## src/rtl/wb_sequencer.sv

```systemverilog
// Writeback sequencer: drives the writeback-mux select and register-unit write enable, and runs the data-memory handshake with a timeout watchdog.
// Optional stall performance counter (StallCnt output) is enabled by defining WB_PERF_CNT_EN.
module wb_sequencer #(
    parameter int unsigned DM_TIMEOUT = 15
) (
    input  logic       clk,
    input  logic       rst,
    input  logic       InstValid,
    input  logic       RUWr,
    input  logic [1:0] RUDataWrSrcIn,
    input  logic [4:0] Rd,
    input  logic       DMRd,
    input  logic       DMWr,
    input  logic       DMAck,
    output logic       DMReq,
    output logic       DMWe,
    output logic [1:0] RUDataWrSrc,
    output logic       RUWrEn,
    output logic [4:0] RdOut,
    output logic       Stall,
    output logic       DMErr
`ifdef WB_PERF_CNT_EN
    ,
    output logic [31:0] StallCnt
`endif
);

    typedef enum logic [1:0] {
        IDLE     = 2'd0,
        MEM_WAIT = 2'd1,
        ERR      = 2'd2
    } state_t;

    localparam logic [7:0] TIMEOUT_LAST = 8'(DM_TIMEOUT - 1);
    localparam logic [1:0] SRC_DATARD  = 2'b01;

    state_t     state_r, state_s;
    logic [4:0] rd_r, rd_s;
    logic       ruwr_r, ruwr_s;
    logic       load_r, load_s;
    logic       dmreq_r, dmreq_s;
    logic       dmwe_r, dmwe_s;
    logic       dmerr_r, dmerr_s;
    logic [7:0] cnt_r, cnt_s;

    logic [1:0] wb_src_s;
    logic [4:0] rd_out_s;
    logic       ru_wr_en_s;
    logic       stall_s;

    // Next-state and output decode for the writeback/memory sequencer
    always_comb begin
        state_s    = state_r;
        rd_s       = rd_r;
        ruwr_s     = ruwr_r;
        load_s     = load_r;
        dmreq_s    = dmreq_r;
        dmwe_s     = dmwe_r;
        dmerr_s    = dmerr_r;
        cnt_s      = cnt_r;
        wb_src_s   = RUDataWrSrcIn;
        rd_out_s   = 5'd0;
        ru_wr_en_s = 1'b0;
        stall_s    = 1'b0;
        case (state_r)
            IDLE: begin
                if (InstValid) begin
                    rd_out_s = Rd;
                    if (DMRd || DMWr) begin
                        // DMRd wins when both kinds are flagged
                        rd_s    = Rd;
                        ruwr_s  = RUWr;
                        load_s  = DMRd;
                        dmreq_s = 1'b1;
                        dmwe_s  = !DMRd;
                        cnt_s   = 8'd0;
                        stall_s = 1'b1;
                        state_s = MEM_WAIT;
                    end else begin
                        ru_wr_en_s = RUWr && (Rd != 5'd0);
                    end
                end else begin
                    rd_out_s = 5'd0;
                end
            end
            MEM_WAIT: begin
                rd_out_s = rd_r;
                wb_src_s = SRC_DATARD;
                if (DMAck) begin
                    ru_wr_en_s = ruwr_r && (rd_r != 5'd0) && load_r;
                    dmreq_s    = 1'b0;
                    dmwe_s     = 1'b0;
                    state_s    = IDLE;
                end else begin
                    stall_s = 1'b1;
                    if (cnt_r == TIMEOUT_LAST) begin
                        dmreq_s = 1'b0;
                        dmwe_s  = 1'b0;
                        dmerr_s = 1'b1;
                        state_s = ERR;
                    end else begin
                        cnt_s = cnt_r + 8'd1;
                    end
                end
            end
            ERR: begin
                stall_s = 1'b1;
                dmreq_s = 1'b0;
                dmwe_s  = 1'b0;
                dmerr_s = 1'b1;
            end
            default: begin
                stall_s = 1'b1;
                dmreq_s = 1'b0;
                dmwe_s  = 1'b0;
                state_s = IDLE;
            end
        endcase
    end

    // State and latched-transaction registers
    always_ff @(posedge clk) begin
        if (rst) begin
            state_r <= IDLE;
            rd_r    <= 5'd0;
            ruwr_r  <= 1'b0;
            load_r  <= 1'b0;
            dmreq_r <= 1'b0;
            dmwe_r  <= 1'b0;
            dmerr_r <= 1'b0;
            cnt_r   <= 8'd0;
        end else begin
            state_r <= state_s;
            rd_r    <= rd_s;
            ruwr_r  <= ruwr_s;
            load_r  <= load_s;
            dmreq_r <= dmreq_s;
            dmwe_r  <= dmwe_s;
            dmerr_r <= dmerr_s;
            cnt_r   <= cnt_s;
        end
    end

    // A reset cycle never commits a register write, even if an ack coincides
    assign RUWrEn      = ru_wr_en_s && !rst;
    assign RUDataWrSrc = wb_src_s;
    assign RdOut       = rd_out_s;
    assign Stall       = stall_s;
    assign DMReq       = dmreq_r;
    assign DMWe        = dmwe_r;
    assign DMErr       = dmerr_r;

`ifdef WB_PERF_CNT_EN
    logic [31:0] stall_cnt_r;

    // Saturating count of stalled cycles
    always_ff @(posedge clk) begin
        if (rst) begin
            stall_cnt_r <= 32'd0;
        end else if (stall_s && (stall_cnt_r != 32'hFFFF_FFFF)) begin
            stall_cnt_r <= stall_cnt_r + 32'd1;
        end else begin
            stall_cnt_r <= stall_cnt_r;
        end
    end

    assign StallCnt = stall_cnt_r;
`endif

endmodule
```

## config.mk

```make
export PLATFORM = sky130hd
export DESIGN_NAME = wb_sequencer
export DESIGN_NICKNAME = d
export VERILOG_FILES = /design/src/rtl/wb_sequencer.sv
export SDC_FILE = /design/constraint.sdc
export NUM_CORES = 1
export LEC_CHECK = 0
export ABC_AREA = 1
export BUFFER_PORTS_ARGS = -buffer_cell sky130_fd_sc_hd__buf_4
export CORE_AREA = 2 2 53 55
export DETAILED_ROUTE_END_ITERATION = 16
export DIE_AREA = 0 0 55 57
export GPL_ROUTABILITY_DRIVEN = 0
export PLACE_DENSITY = 0.67
export SLEW_MARGIN = 10
export SYNTH_ARGS = -nofsm -noshare
export SYNTH_HDL_FRONTEND = slang
export SYNTH_SLANG_ARGS = --single-unit
```

## constraint.sdc

```tcl
create_clock -name clk -period 1.1 [get_ports clk]
set_input_delay 0.22 -clock clk [delete_from_list [all_inputs] [get_ports clk]]
set_output_delay 0.22 -clock clk [all_outputs]
set_load 0.02 [all_outputs]
```

==> key figures <==
Run status
  • Status: complete, but fails checks
  • Failing checks: setup timing

Routing
  • Via density: 5.03
  • # DRC: 0
  • 1st-pass router iterations: 5
  • Drt initial violations: 27
  • Drt total wl: 3270 um
  • Drt wl/cell: 12.4 um
  • Final ANT Viol Nets: 0
  • Vias post-DR: ~1300

Timing
  • Hold Vio Cnt, Final: 0
  • Worst hold slack: 172 ps
  • Fin. max-slew vios: 0
  • # setup viols final: 29
  • Period utilization: 143%
  • Fin Setup TNS: -6730 ps
  • Slew margin rel.: 83.4%
  • Maximum clock frequency: ~0.64 GHz
  • Worst setup margin: -468 ps
  • Worst-Margin Slew: 249 ps
  • Period minus WS final: approximately 1600 ps
  • Final Skew: 0.972 ps
  • Unrepaired setup endpoints after global routing: yes

Power and ir drop
  • PD cells: 932 nW/um^2
  • Leakage Power: 0.830 nW
  • Maximum vdd drop: 806 uV

CTS
  • Clock sink count: 20
  • Hold_buf cts: 0
  • Clk buf depth: 2
  • Latest clock arrival within the worst-skew pair: 300 ps
  • Clock slew seen by the registers of the worst setup and hold paths: around 120 ps
  • CTS buffer count: 3
  • Clk Tree Root Cell: clkbuf_4
  • H-tree Lvls: 1
  • CTS tree: yes

Cells and area
  • Util after Layout: 69.5%
  • Most common cell after layout, fill and taps aside: buf_4
  • Post-route cell area: 1820 um^2
  • Non-Filler Instances: ~260
  • Register area: 412 um^2
  • Layout cells sized above 1: 45.1%
  • Antenna cell count: 0
  • Nets: between 200 and 300
  • Number of fillers in the final layout: between 200 and 250
  • Multi-input logic area: 737 um^2
  • Commonest non-fill, non-tap cells in the layout: buf_4 (45), nand2_1 (41), inv_1 (22), nor2_1 (16), dfxtp_1 (15)
  • Area Growth Syn to Fin: 60.8%

Synthesis
  • Netlist cell types: 26
  • Register bit total from synthesis: 20
  • Cell area after synthesis: 1130 um^2
  • Net Count, Synth: 191
  • Mean Syn Cell Area: 6.46 um^2
  • Register area share after synthesis: 35.4%
  • Ys Warns: 0
  • Post-synthesis cell count: 175

Min path
  • Worst hold path class: in -> reg

Floorplanning
  • Initial Util: 43.2%
  • Top Ports: 26
  • Die ar.: 3140 um^2
  • Die W: between 50 and 60 um
  • Die height: 57 um
  • Num rows: 19
  • Core Region: roughly 2600 um^2

Run
  • Total of max-cap violations: 0

Critical path
  • Startpoint class of the critical path: flop
  • CP Capture Type: primary output
  • Critical setup path kind: reg -> out
  • Crit-path max FO: 5
  • Required time of the critical path: 880 ps
  • WP data arrival: about 1400 ps

Placed design
  • Placement Cell Area: 1570 um^2
  • Placed Cells: 249
  • IO buf count: 25
  • HPWL Detailed: 2350 um

Global route
  • Vias in the first global route: 1251
  • Largest net degree at the start of global routing: 20
  • Remaining global-route overflow: 0
  • Total GRT Usage: 22.9%
  • First-pass GRT wire length: 5280 um
  • Antenna violations before repair: 0
[where the power goes]
group | internal, mW | switching, mW
combinational | 0.232 | 0.248
sequential | 0.751 | 0.0181
clock | 0.202 | 0.242
[kinds of logic after synthesis]
group	after synthesis	synth area share, %
simple gates	92	37.4
fa+ha+maj	2	2.21
buf+inv	34	11.4
flops	20	35.4
compound gates	27	13.5
[synthesized netlist by cell type]
library cell | instances | share of area (%)
clkinv_1 | 1 | 0.33
a21oi_1 | 15 | 6.6
nor3_2 | 1 | 0.89
o21ai_0 | 1 | 0.44
dfxtp_1 | 20 | 35
a22o_1 | 1 | 0.78
inv_1 | 25 | 8.3
or2_1 | 1 | 0.55
clkbuf_1 | 2 | 0.66
nor2_1 | 20 | 6.6
nand3_2 | 1 | 0.89
inv_2 | 5 | 1.7
nand2_2 | 2 | 1.1
nand4_1 | 4 | 2.2
nand2_1 | 45 | 15
nor2_2 | 3 | 1.7
buf_2 | 1 | 0.44
o21ai_1 | 3 | 1.3
o22ai_1 | 3 | 1.7
ha_1 | 2 | 2.2
nand3_4 | 1 | 1.6
a211oi_1 | 4 | 2.7
nor3_1 | 1 | 0.44
nand2_4 | 1 | 1.0
nand3b_1 | 1 | 0.66
nand3_1 | 11 | 4.9
[state kept, by name, indices dropped and copies added (netlist names)]
signal,cells
rd_r,5
DMErr,1
state_r,2
ruwr_r,1
load_r,1
DMWe,1
cnt_r,8
DMReq,1
[layout make-up]
class	instances	area share [%]
tap	31	2.13
timing repair buffer	57	26.0
multi-input combinational	121	40.6
inverter	31	6.61
clock buffer	4	2.00
sequential	20	22.7
[worst max-delay path, cell delays in order, from the launching register on]
cell     delay [ps]
dfxtp_4         380
inv_2            60
nand2_4          80
nor2_4          100
nand4_1         120
a21oi_2         150
buf_4           150
[stage by stage]
stage	setup WS, ps	total power [mW]
6_report	-468	1.69
5_1_grt	-535	1.77
4_1_cts	-453	1.65
3_5_place_dp	-145	1.17
3_3_place_gp	-123	1.16
2_1_floorplan	-93.5	0.993
[routing by layer]
layer  share of wire, %  routed length (um)  up-vias  track usage (%)
met5                  0                   0        -                0
met4                2.5                  80        0             10.8
met3                4.3                 140        8             2.36
met2                 52                1710       46             39.8
met1                 41                1340      601             27.3
li1                   -                   -      672                -
[final timing paths]
kind               from        to  slack (ps)  depth (start not counted)
max          state_r[1]    RUWrEn        -470                          6
min                RUWr    ruwr_r         170                          3
max reg2reg  state_r[1]  cnt_r[0]        -220                          9
min reg2reg        DMWe      DMWe         470                          2
[repair_timing]
action	CTS	global route
setup buffers	5	5
gates cloned	1	0
pin swaps	12	6
gates resized for setup	20	17
setup endpoints to repair	29	29
No activity file was read; power rests on OpenSTA's default activity.
